==> src/rtl/layer_sched_if.sv <==
// rtl/layer_sched_if.sv - Layer command channel from the control/status block.
interface layer_sched_if;
  logic        cmd_valid;
  logic        cmd_ready;
  logic [2:0]  cmd_op_type;
  logic [3:0]  cmd_stride;
  logic [7:0]  cmd_kernel;
  logic [7:0]  cmd_i_side;
  logic [7:0]  cmd_o_side;
  logic [15:0] cmd_i_channel;
  logic [15:0] cmd_o_channel;

  modport master (
    output cmd_valid, cmd_op_type, cmd_stride, cmd_kernel, cmd_i_side, cmd_o_side,
           cmd_i_channel, cmd_o_channel,
    input  cmd_ready
  );

  modport slave (
    input  cmd_valid, cmd_op_type, cmd_stride, cmd_kernel, cmd_i_side, cmd_o_side,
           cmd_i_channel, cmd_o_channel,
    output cmd_ready
  );
endinterface

==> src/rtl/layer_sched.sv <==
// rtl/layer_sched.sv - Splits one layer command into engine passes (rows inner, channel groups outer).
module layer_sched #(
  parameter int          BURST_LEN      = 8,
  parameter int          ENG_RST_CYCLES = 2,
  parameter logic [31:0] TIMEOUT        = 32'd1048576
) (
  input  logic         clk,
  input  logic         rst,
  layer_sched_if.slave cmd,
  output logic         engine_valid_o,
  output logic         engine_rst_o,
  output logic [2:0]   op_type_o,
  output logic [3:0]   stride_o,
  output logic [7:0]   kernel_o,
  output logic [7:0]   i_side_o,
  output logic [7:0]   o_side_o,
  output logic [15:0]  i_channel_o,
  output logic [15:0]  o_channel_o,
  output logic [7:0]   kernel_size_o,
  output logic [15:0]  stride2_o,
  input  logic         gemm_finish_i,
  output logic         load_req_o,
  input  logic         load_done_i,
  output logic [7:0]   row_idx_o,
  output logic [15:0]  grp_idx_o,
  output logic         layer_done_o,
  output logic         err_o
);
  localparam int          GRP_SHIFT = $clog2(BURST_LEN);
  localparam logic [16:0] GRP_ROUND = 17'(BURST_LEN - 1);
  localparam logic [7:0]  RST_LAST  = 8'(ENG_RST_CYCLES - 1);
  localparam logic [31:0] RUN_LAST  = TIMEOUT - 32'd1;

  typedef enum logic [2:0] {S_IDLE, S_LOAD, S_RUN, S_ENG_RST, S_NEXT, S_DONE} state_e;

  state_e      state_q;
  logic        cmd_ready_q, engine_valid_q, engine_rst_q, load_req_q, layer_done_q, err_q;
  logic [2:0]  op_type_q;
  logic [3:0]  stride_q;
  logic [7:0]  kernel_q, i_side_q, o_side_q, kernel_size_q, row_q, row_total_q;
  logic [15:0] i_channel_q, o_channel_q, stride2_q, grp_q, grp_total_q;
  logic [31:0] run_cnt_q;
  logic [7:0]  rst_cnt_q;
  logic        abort_q;

  logic        op_ok_d;
  logic [16:0] grp_ch_d;
  logic [15:0] grp_ceil_d, grp_total_d;
  logic [7:0]  row_total_d;
  logic        row_wrap_d, grp_last_d;

  // Pass totals are computed from the live command so they can be latched on accept.
  always_comb begin
    op_ok_d     = (cmd.cmd_op_type == 3'd1) || (cmd.cmd_op_type == 3'd2) || (cmd.cmd_op_type == 3'd3);
    grp_ch_d    = {1'b0, (cmd.cmd_op_type == 3'd1) ? cmd.cmd_o_channel : cmd.cmd_i_channel} + GRP_ROUND;
    grp_ceil_d  = 16'(grp_ch_d >> GRP_SHIFT);
    grp_total_d = (grp_ceil_d == 16'd0) ? 16'd1 : grp_ceil_d;
    row_total_d = cmd.cmd_o_side;
    if ((cmd.cmd_op_type == 3'd3) || (cmd.cmd_o_side == 8'd0)) row_total_d = 8'd1;
    row_wrap_d  = ({1'b0, row_q} + 9'd1) >= {1'b0, row_total_q};
    grp_last_d  = ({1'b0, grp_q} + 17'd1) >= {1'b0, grp_total_q};
  end

  always_ff @(posedge clk) begin
    if (rst) begin
      state_q        <= S_IDLE;
      cmd_ready_q    <= 1'b0;
      engine_valid_q <= 1'b0;
      engine_rst_q   <= 1'b1;
      load_req_q     <= 1'b0;
      layer_done_q   <= 1'b0;
      err_q          <= 1'b0;
      op_type_q      <= '0;
      stride_q       <= '0;
      kernel_q       <= '0;
      i_side_q       <= '0;
      o_side_q       <= '0;
      i_channel_q    <= '0;
      o_channel_q    <= '0;
      kernel_size_q  <= '0;
      stride2_q      <= '0;
      row_q          <= '0;
      grp_q          <= '0;
      row_total_q    <= 8'd1;
      grp_total_q    <= 16'd1;
      run_cnt_q      <= '0;
      rst_cnt_q      <= '0;
      abort_q        <= 1'b0;
    end else begin
      case (state_q)
        S_IDLE: begin
          layer_done_q <= 1'b0;
          engine_rst_q <= 1'b0;
          if (cmd.cmd_valid && cmd_ready_q) begin
            cmd_ready_q   <= 1'b0;
            op_type_q     <= cmd.cmd_op_type;
            stride_q      <= cmd.cmd_stride;
            kernel_q      <= cmd.cmd_kernel;
            i_side_q      <= cmd.cmd_i_side;
            o_side_q      <= cmd.cmd_o_side;
            i_channel_q   <= cmd.cmd_i_channel;
            o_channel_q   <= cmd.cmd_o_channel;
            kernel_size_q <= cmd.cmd_kernel * cmd.cmd_kernel;
            stride2_q     <= {8'b0, cmd.cmd_kernel} * {12'b0, cmd.cmd_stride};
            row_total_q   <= row_total_d;
            grp_total_q   <= grp_total_d;
            row_q         <= '0;
            grp_q         <= '0;
            abort_q       <= 1'b0;
            err_q         <= !op_ok_d;
            load_req_q    <= op_ok_d;
            state_q       <= op_ok_d ? S_LOAD : S_DONE;
          end else begin
            cmd_ready_q <= 1'b1;
          end
        end
        S_LOAD: begin
          if (load_done_i) begin
            load_req_q     <= 1'b0;
            engine_valid_q <= 1'b1;
            run_cnt_q      <= '0;
            state_q        <= S_RUN;
          end
        end
        S_RUN: begin
          run_cnt_q <= run_cnt_q + 32'd1;
          if (gemm_finish_i || (run_cnt_q == RUN_LAST)) begin
            if (!gemm_finish_i) begin
              err_q   <= 1'b1;
              abort_q <= 1'b1;
            end
            engine_valid_q <= 1'b0;
            engine_rst_q   <= 1'b1;
            rst_cnt_q      <= '0;
            state_q        <= S_ENG_RST;
          end
        end
        S_ENG_RST: begin
          if (rst_cnt_q == RST_LAST) begin
            engine_rst_q <= 1'b0;
            state_q      <= abort_q ? S_DONE : S_NEXT;
          end else begin
            rst_cnt_q <= rst_cnt_q + 8'd1;
          end
        end
        S_NEXT: begin
          if (!row_wrap_d) begin
            row_q      <= row_q + 8'd1;
            load_req_q <= 1'b1;
            state_q    <= S_LOAD;
          end else if (grp_last_d) begin
            state_q <= S_DONE;
          end else begin
            row_q      <= '0;
            grp_q      <= grp_q + 16'd1;
            load_req_q <= 1'b1;
            state_q    <= S_LOAD;
          end
        end
        S_DONE: begin
          layer_done_q <= 1'b1;
          state_q      <= S_IDLE;
        end
        default: state_q <= S_IDLE;
      endcase
    end
  end

  assign cmd.cmd_ready     = cmd_ready_q;
  assign engine_valid_o    = engine_valid_q;
  assign engine_rst_o      = engine_rst_q;
  assign op_type_o         = op_type_q;
  assign stride_o          = stride_q;
  assign kernel_o          = kernel_q;
  assign i_side_o          = i_side_q;
  assign o_side_o          = o_side_q;
  assign i_channel_o       = i_channel_q;
  assign o_channel_o       = o_channel_q;
  assign kernel_size_o     = kernel_size_q;
  assign stride2_o         = stride2_q;
  assign load_req_o        = load_req_q;
  assign row_idx_o         = row_q;
  assign grp_idx_o         = grp_q;
  assign layer_done_o      = layer_done_q;
  assign err_o             = err_q;
endmodule

==> src/flat_wrapper.sv <==
// flat-port wrapper written by rule: the top's interface ports become plain ports
module layer_sched_flat 
#(
  parameter int          BURST_LEN      = 8,
  parameter int          ENG_RST_CYCLES = 2,
  parameter logic [31:0] TIMEOUT        = 32'd1048576
)
  (clk, rst, engine_valid_o, engine_rst_o, op_type_o, stride_o, kernel_o, i_side_o, o_side_o, i_channel_o, o_channel_o, kernel_size_o, stride2_o, gemm_finish_i, load_req_o, load_done_i, row_idx_o, grp_idx_o, layer_done_o, err_o, cmd_cmd_valid, cmd_cmd_op_type, cmd_cmd_stride, cmd_cmd_kernel, cmd_cmd_i_side, cmd_cmd_o_side, cmd_cmd_i_channel, cmd_cmd_o_channel, cmd_cmd_ready);
  layer_sched_if cmd_i ();
  input  logic clk;
  input  logic rst;
  output logic engine_valid_o;
  output logic engine_rst_o;
  output logic [2:0] op_type_o;
  output logic [3:0] stride_o;
  output logic [7:0] kernel_o;
  output logic [7:0] i_side_o;
  output logic [7:0] o_side_o;
  output logic [15:0] i_channel_o;
  output logic [15:0] o_channel_o;
  output logic [7:0] kernel_size_o;
  output logic [15:0] stride2_o;
  input  logic gemm_finish_i;
  output logic load_req_o;
  input  logic load_done_i;
  output logic [7:0] row_idx_o;
  output logic [15:0] grp_idx_o;
  output logic layer_done_o;
  output logic err_o;
  input wire logic [$bits(cmd_i.cmd_valid)-1:0] cmd_cmd_valid;
  input wire logic [$bits(cmd_i.cmd_op_type)-1:0] cmd_cmd_op_type;
  input wire logic [$bits(cmd_i.cmd_stride)-1:0] cmd_cmd_stride;
  input wire logic [$bits(cmd_i.cmd_kernel)-1:0] cmd_cmd_kernel;
  input wire logic [$bits(cmd_i.cmd_i_side)-1:0] cmd_cmd_i_side;
  input wire logic [$bits(cmd_i.cmd_o_side)-1:0] cmd_cmd_o_side;
  input wire logic [$bits(cmd_i.cmd_i_channel)-1:0] cmd_cmd_i_channel;
  input wire logic [$bits(cmd_i.cmd_o_channel)-1:0] cmd_cmd_o_channel;
  output wire logic [$bits(cmd_i.cmd_ready)-1:0] cmd_cmd_ready;
  assign cmd_i.cmd_valid = cmd_cmd_valid;
  assign cmd_i.cmd_op_type = cmd_cmd_op_type;
  assign cmd_i.cmd_stride = cmd_cmd_stride;
  assign cmd_i.cmd_kernel = cmd_cmd_kernel;
  assign cmd_i.cmd_i_side = cmd_cmd_i_side;
  assign cmd_i.cmd_o_side = cmd_cmd_o_side;
  assign cmd_i.cmd_i_channel = cmd_cmd_i_channel;
  assign cmd_i.cmd_o_channel = cmd_cmd_o_channel;
  assign cmd_cmd_ready = cmd_i.cmd_ready;
  layer_sched #(.BURST_LEN(BURST_LEN), .ENG_RST_CYCLES(ENG_RST_CYCLES), .TIMEOUT(TIMEOUT)) u_core (.clk(clk), .rst(rst), .cmd(cmd_i), .engine_valid_o(engine_valid_o), .engine_rst_o(engine_rst_o), .op_type_o(op_type_o), .stride_o(stride_o), .kernel_o(kernel_o), .i_side_o(i_side_o), .o_side_o(o_side_o), .i_channel_o(i_channel_o), .o_channel_o(o_channel_o), .kernel_size_o(kernel_size_o), .stride2_o(stride2_o), .gemm_finish_i(gemm_finish_i), .load_req_o(load_req_o), .load_done_i(load_done_i), .row_idx_o(row_idx_o), .grp_idx_o(grp_idx_o), .layer_done_o(layer_done_o), .err_o(err_o));
endmodule
==> config.mk <==
export PLATFORM = sky130hd
export DESIGN_NAME = layer_sched_flat
export DESIGN_NICKNAME = d
export VERILOG_FILES = /design/src/rtl/layer_sched_if.sv /design/src/rtl/layer_sched.sv /design/src/flat_wrapper.sv
export SDC_FILE = /design/constraint.sdc
export NUM_CORES = 1
export LEC_CHECK = 0
export ABC_AREA = 1
export BUFFER_PORTS_ARGS = -buffer_cell sky130_fd_sc_hd__buf_2
export CELL_PAD_IN_SITES_DETAIL_PLACEMENT = 1
export CELL_PAD_IN_SITES_GLOBAL_PLACEMENT = 1
export CORE_UTILIZATION = 45
export CTS_BUF_LIST = sky130_fd_sc_hd__clkbuf_4
export CTS_CLUSTER_SIZE = 8
export DETAILED_ROUTE_END_ITERATION = 6
export PLACE_DENSITY_LB_ADDON = 0.15
export RECOVER_POWER = 25
export SETUP_SLACK_MARGIN = 0.05
export SLEW_MARGIN = 20
export SYNTH_ARGS = -nofsm -noshare
export SYNTH_HDL_FRONTEND = slang
export SYNTH_SLANG_ARGS = --single-unit
==> constraint.sdc <==
create_clock -name clk -period 5.35 [get_ports clk]
set_input_delay 0.535 -clock clk [delete_from_list [all_inputs] [get_ports clk]]
set_output_delay 0.535 -clock clk [all_outputs]
set_load 0.01 [all_outputs]
* Yosys cells after proc, flatten, opt, wreduce, memory -nomap -nowiden
Index checks and enable logic that the tools add are counted.
** Word-level totals
- Register bits after elaboration :: 181
- Output and inout bits :: 117
** Operators by class
- Add/sub/neg operators :: 7
- $mul :: 2
- Order comparisons :: 2
- Equality and inequality tests :: 19
- Multiplexer cells :: 44
- Reductions and logical operators :: 26
** Operator list (number)
- 16-bit 2-to-1 mux :: 4
- 32-bit case mux with 2 select lines :: 1
- 8-bit 2-to-1 mux :: 6
- 32-bit by 1-bit adder with 32-bit output (second input constant) :: 1
- 32-bit by 20-bit equality test with 1-bit output (second input constant) :: 1
- 32-bit 2-to-1 mux :: 1
- 16-bit case mux with 2 select lines :: 1
- 8-bit case mux with 2 select lines :: 2
- 3-bit 2-to-1 mux :: 7
- 16-bit by 1-bit adder with 17-bit output (second input constant) :: 1
- 16-bit by 3-bit adder with 17-bit output (second input constant) :: 1
- 17-bit by 16-bit greater-or-equal comparator with 1-bit output :: 1
- 16-bit by 1-bit adder with 16-bit output (second input constant) :: 1
- 8-bit by 1-bit adder with 8-bit output (second input constant) :: 2
- 16-bit logical NOT :: 1
- 4-bit AND reduction :: 4
- 3-bit case mux with 5 select lines :: 1
- 1-bit 2-to-1 mux :: 14
- 14-bit 2-to-1 mux :: 1
- 3-bit by 2-bit equality test with 1-bit output (second input constant) :: 4
- 8-bit by 4-bit multiplier with 12-bit output :: 1
- 3-bit AND reduction :: 4
- 2-bit nonzero test :: 5
- 8-bit by 1-bit adder with 9-bit output (second input constant) :: 1
- other kinds (17) :: 34

* Longest topological paths before layout
Gate-level depths: netlist of run 1.
- Depth in word-level cells :: 6
- Depth in mapped cells :: 23
- Gate-level depth less buffers :: 22

* Worst setup path after synthesis of run 1
OpenSTA, ideal clock, no wires.
- Path type :: input to register
- Start :: in cmd_cmd_kernel[1]
- End :: reg u_core.kernel_size_q[7] (netlist: u_core.kernel_size_o[7])
- Arrival time :: 3.543 ns
- Slack :: 1.689 ns
- Stages on the path :: 17
- Path buffers :: 1
- Cell sequence :: clkbuf_1 nand2_1 inv_1 ha_1 ha_1 inv_1 fa_1 fa_1 inv_1 ha_1 a21oi_1 nand2_1 xor2_1 nand2_1 nand2_1 o221ai_1 inv_1
** On the way
- Longest elaborated chain between the ends :: 1
** Ends and longest elaborated chain
- start, declared :: RTL line flat_wrapper.sv:33 : input wire logic [$bits(cmd_i.cmd_kernel)-1:0] cmd_cmd_kernel;
- 8-bit by 8-bit multiplier with 8-bit output :: RTL line layer_sched.sv:103 : kernel_size_q <= cmd.cmd_kernel * cmd.cmd_kernel;
- end signal, assigned :: RTL line layer_sched.sv:103
- end, declared :: RTL line layer_sched.sv:40 : logic [7:0] kernel_q, i_side_q, o_side_q, kernel_size_q, row_q, row_total_q;
Every way passes these cells.
A chain may end at the register's enable or synchronous reset.

* Final worst setup path of run 1
- Start :: reg u_core.grp_q[0] (netlist: u_core.grp_idx_o[0])
- End :: reg u_core.row_q[0] (netlist: u_core.row_idx_o[0])
** On the way
- Longest elaborated chain between the ends :: 4
** Ends and longest elaborated chain
- start, declared :: RTL line layer_sched.sv:41 : logic [15:0] i_channel_q, o_channel_q, stride2_q, grp_q, grp_total_q;
- start signal, assigned :: RTL line layer_sched.sv:155 : grp_q <= grp_q + 16'd1;
- 16-bit by 1-bit adder with 17-bit output :: RTL line layer_sched.sv:61 : grp_last_d = ({1'b0, grp_q} + 17'd1) >= {1'b0, grp_total_q};
- 17-bit by 16-bit greater-or-equal comparator with 1-bit output :: RTL line layer_sched.sv:61
- 3-bit inequality test (no line)
- 3-bit AND reduction (no line)
- end signal, assigned :: RTL line layer_sched.sv:148 : row_q <= row_q + 8'd1;
- end, declared :: RTL line layer_sched.sv:40
Every way passes these cells.

==> results.toml, run 1 <==
[critical_path]
critPathRequiredTime_ns = 5.86
critPathMaxFanout = 11
critPathCaptureType = "register"
crit_type = "register to register"
startpoint_type = "register"
worst-r2r-setup-slack_ns = 1.79
worstPathArrival_ns = 4.06

[cts]
insertion_delay_ns = 0.62
cts_buffers = 17
h-tree-depth = 4
cts.sinks = 177
cts_setup_buffers = 0
cts_tree = "done"
path_clk_slew_ns = 0.16
root_buffer = "clkbuf_4"
hold_buffers = 0
cts.repair.resized = 0
clockBufferDepth = 2

[cells_and_area]
finalNetCount = 1813
final_common_cell = "nand2_1"
drive_above_1_share = 0.114
seq_area_mm2 = 0.00354
final_cell_mix = "nand2_1, inv_1, dfxtp_1"
final_cell_area_mm2 = 0.0117
fillCellCount = 3102
multi_input_area_mm2 = 0.00578
area_growth_pct = 12.5

[yosys]
syn-mean-instance-area_um2 = 6.87
syn-instance-count = 1521
syn_area_mm2 = 0.0104
synthAdderAreaFrac = 0.104
synth.area.mux_share = 0
yosys.area_share.xor_xnor = 0.0201
synth_enable_flop_cells = 0
yosysSeqAreaShare = 0.339
yosysUniqueCellTypes = 51
synth_flop_cell = "dfxtp_1"
synth_compound_area_frac = 0.124
synth_seq_cells = 177
yosysWarnings = 0
synth_top_family_by_area = "simple AND/OR/NAND/NOR gates"
yosys.area_share.simple = 0.304
synth-async-reset-ratio = 0

[power_and_ir_drop]
max-vdd-ir-drop_mv = 0.151
pwr-share-seq = 0.357
switching_power_w = 0.00224
combPwrFrac = 0.461
p_int_w = 0.00271
clkPwrFrac = 0.182
p_sw_frac = 0.452
powerDensity_mw_per_mm2 = 422
p_leak_nw = 5.49

[floorplanning]
row_count = 55
start_util = 0.460
io_pins = 185
die_w_um = 154
dieArea_mm2 = 0.0238
die_h_um = 154
fp.coreArea_mm2 = 0.0227

[detailed_routing]
initialDrtViolationCount = 437
routed_wl_mm = 30.7
drt-pass1-iter-count = 4
ant_nets = 0
vias = 10300
via_per_inst = 5.22
drc = 0
wl_per_cell_um = 15.6

[timing]
hold_viol = 0
relSlewSlack = 0.489
rsz0062_at_grt = "false"
layout_worst_path_cycle_share = 0.665
setup_tns_ns = 0
finClkSkew_ns = 0.0241
worst_pin_slew_ns = 0.764
setup_viol = 0
fin_crit_ns = 3.56
clock.fmax_ghz = 0.281
final-max-slew-violation-count = 0

[worst_hold_path]
hold_path_class = "primary input to register"

[global_routing]
grt_max_degree = 69
antenna_found_initial = 5
overflow = 0
first_global_vias = 10700
grtUsageTotal = 0.266
grt_pass1_wl_mm = 51.3

[place]
dpl.hpwl_mm = 23.5
io_buffers = 179
routabilityCongestion = 0.835
place_area_mm2 = 0.0115

[job]
max_cap_viol_count = 0

[outcome]
outcome = "finished clean"
[metrics by stage]
| step | setup slack, ns | power, W | util | std cells | hold WS [ns] |
|---|---|---|---|---|---|
| after floorplan | 1.69 | 0.00341 | - | 1525 | 0.440 |
| after global placement | 1.63 | 0.00399 | 0.505 | 1936 | 0.423 |
| after detailed placement | 1.54 | 0.00411 | 0.505 | 1936 | 0.431 |
| after CTS | 1.80 | 0.00502 | 0.520 | 1968 | 0.0942 |
| after global routing | 1.43 | 0.00539 | 0.517 | 1972 | 0.0982 |
| final | 1.79 | 0.00495 | 0.517 | 1974 | 0.128 |
[synthesized netlist by cell type, types with 4 or more instances]
cell type  count  share of area
nand2_1      439           0.16
inv_1        216          0.078
dfxtp_1      177           0.34
nor2_1       128          0.046
nand3_1       75          0.036
a21oi_1       73          0.035
o21ai_0       69          0.033
ha_1          53          0.063
clkbuf_1      34          0.012
nor3_1        28          0.013
a22o_1        23          0.019
fa_1          21          0.040
nand4_1       21          0.013
xor2_1        18          0.015
o22ai_1       12         0.0072
buf_2         10         0.0048
inv_2          9         0.0032
nand2_2        9         0.0054
nor2_2         9         0.0054
nor4_1         9         0.0054
buf_4          8         0.0058
nor2_4         7         0.0075
or2_2          7         0.0042
a221oi_1       6         0.0050
o21ai_1        6         0.0029
xnor2_1        6         0.0050
a31oi_1        5         0.0030
buf_6          4         0.0043
[power by group through the flow]
| stage | clock, W | combinational (W) | sequential, W |
|---|---|---|---|
| floorplan | 0 | 0.00158 | 0.00183 |
| global placement | 0 | 0.00220 | 0.00179 |
| detailed placement | 0 | 0.00231 | 0.00180 |
| CTS | 0.000927 | 0.00232 | 0.00177 |
| global route | 0.000975 | 0.00261 | 0.00180 |
| finish | 0.000904 | 0.00228 | 0.00177 |
[path summary, 6_finish.rpt]
kind / endpoint / startpoint / cells past startpoint
worst max-delay path: u_core.row_idx_o[0]$_SDFFE_PP0P_ / u_core.grp_idx_o[0]$_SDFFE_PP0P_ / 21
worst max register to register: u_core.row_idx_o[0]$_SDFFE_PP0P_ / u_core.grp_idx_o[0]$_SDFFE_PP0P_ / 21
worst min-delay path: u_core.o_channel_o[12]$_SDFFE_PP0P_ / cmd_cmd_o_channel[12] / 3
worst min register to register: u_core.i_channel_o[1]$_SDFFE_PP0P_ / u_core.i_channel_o[1]$_SDFFE_PP0P_ / 2
[state kept, by name (all words and copies together), names as in the netlist, 4 cells and up]
register / cells
u_core.grp_idx_o: 16
u_core.rst_cnt_q: 8
u_core.row_total_q: 8
u_core.i_channel_o: 16
u_core.stride2_o: 12
u_core.kernel_size_o: 7
u_core.i_side_o: 8
u_core.row_idx_o: 8
u_core.stride_o: 4
u_core.o_channel_o: 16
u_core.kernel_o: 7
u_core.run_cnt_q: 32
u_core.o_side_o: 8
u_core.grp_total_q: 14
[logic make-up after synthesis]
family / count (synthesis)
DFF: 177
xor gates and xnor gates: 24
adders and majority gates: 74
other: 1
AOI/OAI and AO/OA: 218
and+or+nand+nor: 744
buffers and inverters: 283
[routing by layer]
layer	track usage	share of wire	vias to the layer above
met1	0.308	0.44	4965
met5	0	0	-
met4	0.0853	0.022	0
li1	-	-	5152
met2	0.502	0.51	152
met3	0.0375	0.028	38
[final cells by class]
class | instances | share of cell area
flip-flops and latches | 177 | 0.302
well taps | 285 | 0.0304
diodes | 5 | 0.00106
clock inverters | 15 | 0.0177
repair buffers | 185 | 0.0742
multi-input cells | 1065 | 0.492
inverters | 225 | 0.0721
clock buffers | 17 | 0.0109
[worst max-delay path, stage by stage, from the launching register on]
cell and delay, ns:
dfxtp_1 0.50, ha_1 0.24, nand3_1 0.10, nor2_1 0.17, inv_2 0.08, nor3_2 0.20, xor2_1 0.18, inv_1 0.08
ha_1 0.30, nand2_1 0.07, nor2_1 0.14, nand4_1 0.11, nand2_1 0.07, a21boi_0 0.07, nand2_1 0.06, nand2_1 0.05
nand2_1 0.12, nand3_1 0.35, nand2_1 0.24, inv_1 0.16, nor2_1 0.13, nor2_1 0.05
Note: power is estimated with default switching activity, not from simulation.
==> run 2: changes to the inputs <==
- CORE_UTILIZATION: 45 -> 41
- clock period: 5.35 -> 3.4 ns (I/O delays scaled with it)
==> run 2 against run 1 <==
Effect of this change:
- total power is 55% higher
- largest cell class unchanged
- core utilization shrank 2.9 points
- sequential share of layout area is 1.3 points lower
==> results.toml, run 2 (synthesis results as in run 1) <==
[cells_and_area]
fillCellCount = 3407
area_growth_pct = 17.3
drive_above_1_share = 0.126
final_cell_area_mm2 = 0.0123
final_common_cell = "nand2_1"
finalNetCount = 1867
largest_register = "u_core.run_cnt_q"
stdcell_count = 2069
final_cell_mix = "nand2_1, inv_1, dfxtp_1"
multi_input_area_mm2 = 0.00585
largest_register_ffs = 32
post-route-util = 0.488
seq_area_mm2 = 0.00354

[global_routing]
grtUsageMet3 = 0.0318
antenna_found_initial = 1
first_global_vias = 11000
grt.busiest_layer = "met2"
met1_usage = 0.303
use_met2 = 0.474
grt_pass1_wl_mm = 53.4
overflow = 0
grt_max_degree = 45
grtUsageTotal = 0.255

[worst_hold_path]
min_from = "cmd_cmd_i_channel[7]"
hold_path_class = "primary input to register"
hold_depth = 3
hold_end = "u_core.i_channel_o[7]$_SDFFE_PP0P_"

[critical_path]
worstPathArrival_ns = 3.70
path_delay_family = "adder cells"
rr_worst_depth = 21
reg2reg_to = "u_core.grp_idx_o[12]$_SDFFE_PP0P_"
cp_num_buf_inv = 4
r2r-start = "u_core.grp_idx_o[0]$_SDFFE_PP0P_"
critPathMaxFanout = 5
cpMostUsedCell = "nand2_1"
worst-r2r-setup-slack_ns = 0.39
slowest_stage = "fa_1"
crit_type = "primary input to register"
critPathRequiredTime_ns = 3.91
slowest_delay_ns = 0.55
startpoint_type = "primary input"
critPathCaptureType = "register"
path_cells = "dlygate4sd3_1, buf_2, nand2_1, fa_1, inv_1, fa_1, ha_4, nand3_1, nand2_1, a31oi_2, o21ai_0, nand2_1, nand2_1, nand2_1, nand3_1, nand3_1, nand2_1, inv_1"

[timing]
setup_viol = 0
fin_crit_ns = 3.19
finClkSkew_ns = 0.0235
rsz0062_at_grt = "false"
worst_pin_slew_ns = 0.738
hold_viol = 0
setup_slack_ns = 0.209
final-max-slew-violation-count = 0
relSlewSlack = 0.507
clock.fmax_ghz = 0.313
layout_worst_path_cycle_share = 0.939

[place]
dpl.hpwl_mm = 24.3
io_buffers = 179
routabilityCongestion = 0.814
pre_cts_ws_ns = -0.160
dp.cells = 2002
place_area_mm2 = 0.0117

[cts]
clockBufferDepth = 2
root_buffer = "clkbuf_4"
h-tree-depth = 4
path_clk_slew_ns = 0.16
insertion_delay_ns = 0.60
cts_tree = "done"
cts.sinks = 177
cts_buffers = 17

[power_and_ir_drop]
power.total_w = 0.00768
max-vdd-ir-drop_mv = 0.261
powerDensity_mw_per_mm2 = 627
p_leak_nw = 5.70

[floorplanning]
die_w_um = 162
fp.coreArea_mm2 = 0.0251
io_pins = 185
start_util = 0.416
dieArea_mm2 = 0.0261
row_count = 58
die_h_um = 162

[outcome]
outcome = "finished clean"

[detailed_routing]
via_per_inst = 5.08
drt-pass1-iter-count = 4
ant_nets = 0
initialDrtViolationCount = 437
vias = 10500
routed_wl_mm = 32.8
wl_per_cell_um = 15.8
drc = 0

[job]
max_cap_viol_count = 0
==> run 2: cell count changes in the layout (fill, tap and decap cells not counted), moves of 3 or more <==
cell | previous run | this run
buf_4 | 5 | 26
bufinv_16 | 4 | 1
diode_2 | 5 | 1
dlygate4sd3_1 | 0 | 34
==> run 2: layout make-up <==
type,count,share of cell area
antenna,1,0.000204
clock buffer,17,0.0104
clock inverter,15,0.0111
inverter,225,0.0689
multi-input combinational,1065,0.477
sequential,177,0.289
tap,330,0.0337
timing repair buffer,239,0.110
==> run 2: layer usage <==
metal	up-vias	share of wire
li1	5258	-
met4	0	0.020
met1	5069	0.45
met2	143	0.51
met3	43	0.022
met5	-	0
==> run 2: worst register-to-register path, stage by stage, from the launching register on <==
cell,delay [ns]
dfxtp_1,0.36
ha_1,0.18
nand3_1,0.10
nor2_1,0.17
inv_2,0.09
nor3_4,0.19
nand2_1,0.12
xor2_2,0.17
ha_1,0.30
nand2_1,0.10
inv_1,0.05
nand4_1,0.09
nand2_1,0.06
a21boi_0,0.15
nand2_1,0.07
nand2_1,0.06
nand2_1,0.11
nand2_2,0.16
nand2_8,0.15
nand2_1,0.11
nand2_1,0.06
nor2_1,0.13
==> run 2: report_power, final <==
group | leakage [nW] | internal (W) | switching, W | total, W
combinational | 4.13 | 0.00130 | 0.00243 | 0.00373
clock | 0.133 | 0.000369 | 0.000823 | 0.00119
sequential | 1.44 | 0.00245 | 0.000309 | 0.00276
==> run 2: metrics by stage <==
step / TNS [ns] / hold slack [ns]
2_1_floorplan: 0 / 0.440
3_3_place_gp: -0.00659 / 0.423
3_5_place_dp: -0.229 / 0.435
4_1_cts: 0 / 0.00444
5_1_grt: 0 / 0.00408
6_report: 0 / 0.0293
==> run 2: what timing repair did <==
action	4_1_cts	5_1_grt
endpoints found under the hold margin	34	0
hold buffers	34	0
gates resized for setup	0	10
buffers inserted	0	0
setup endpoints to repair	0	24
==> run 2: worst max path at each step <==
| stage | to | from | depth (start not counted) |
|---|---|---|---|
| global placement | u_core.kernel_size_o[7]$_SDFFE_PP0P_ | cmd_cmd_kernel[1] | 17 |
| global route | u_core.stride2_o[11]$_SDFFE_PP0P_ | cmd_cmd_stride[3] | 19 |
| CTS | u_core.row_idx_o[6]$_SDFFE_PP0P_ | u_core.grp_idx_o[0]$_SDFFE_PP0P_ | 21 |
| floorplan | u_core.kernel_size_o[7]$_SDFFE_PP0P_ | cmd_cmd_kernel[1] | 17 |
| detailed placement | u_core.kernel_size_o[7]$_SDFFE_PP0P_ | cmd_cmd_kernel[1] | 15 |
| finish | u_core.stride2_o[11]$_SDFFE_PP0P_ | cmd_cmd_stride[3] | 18 |
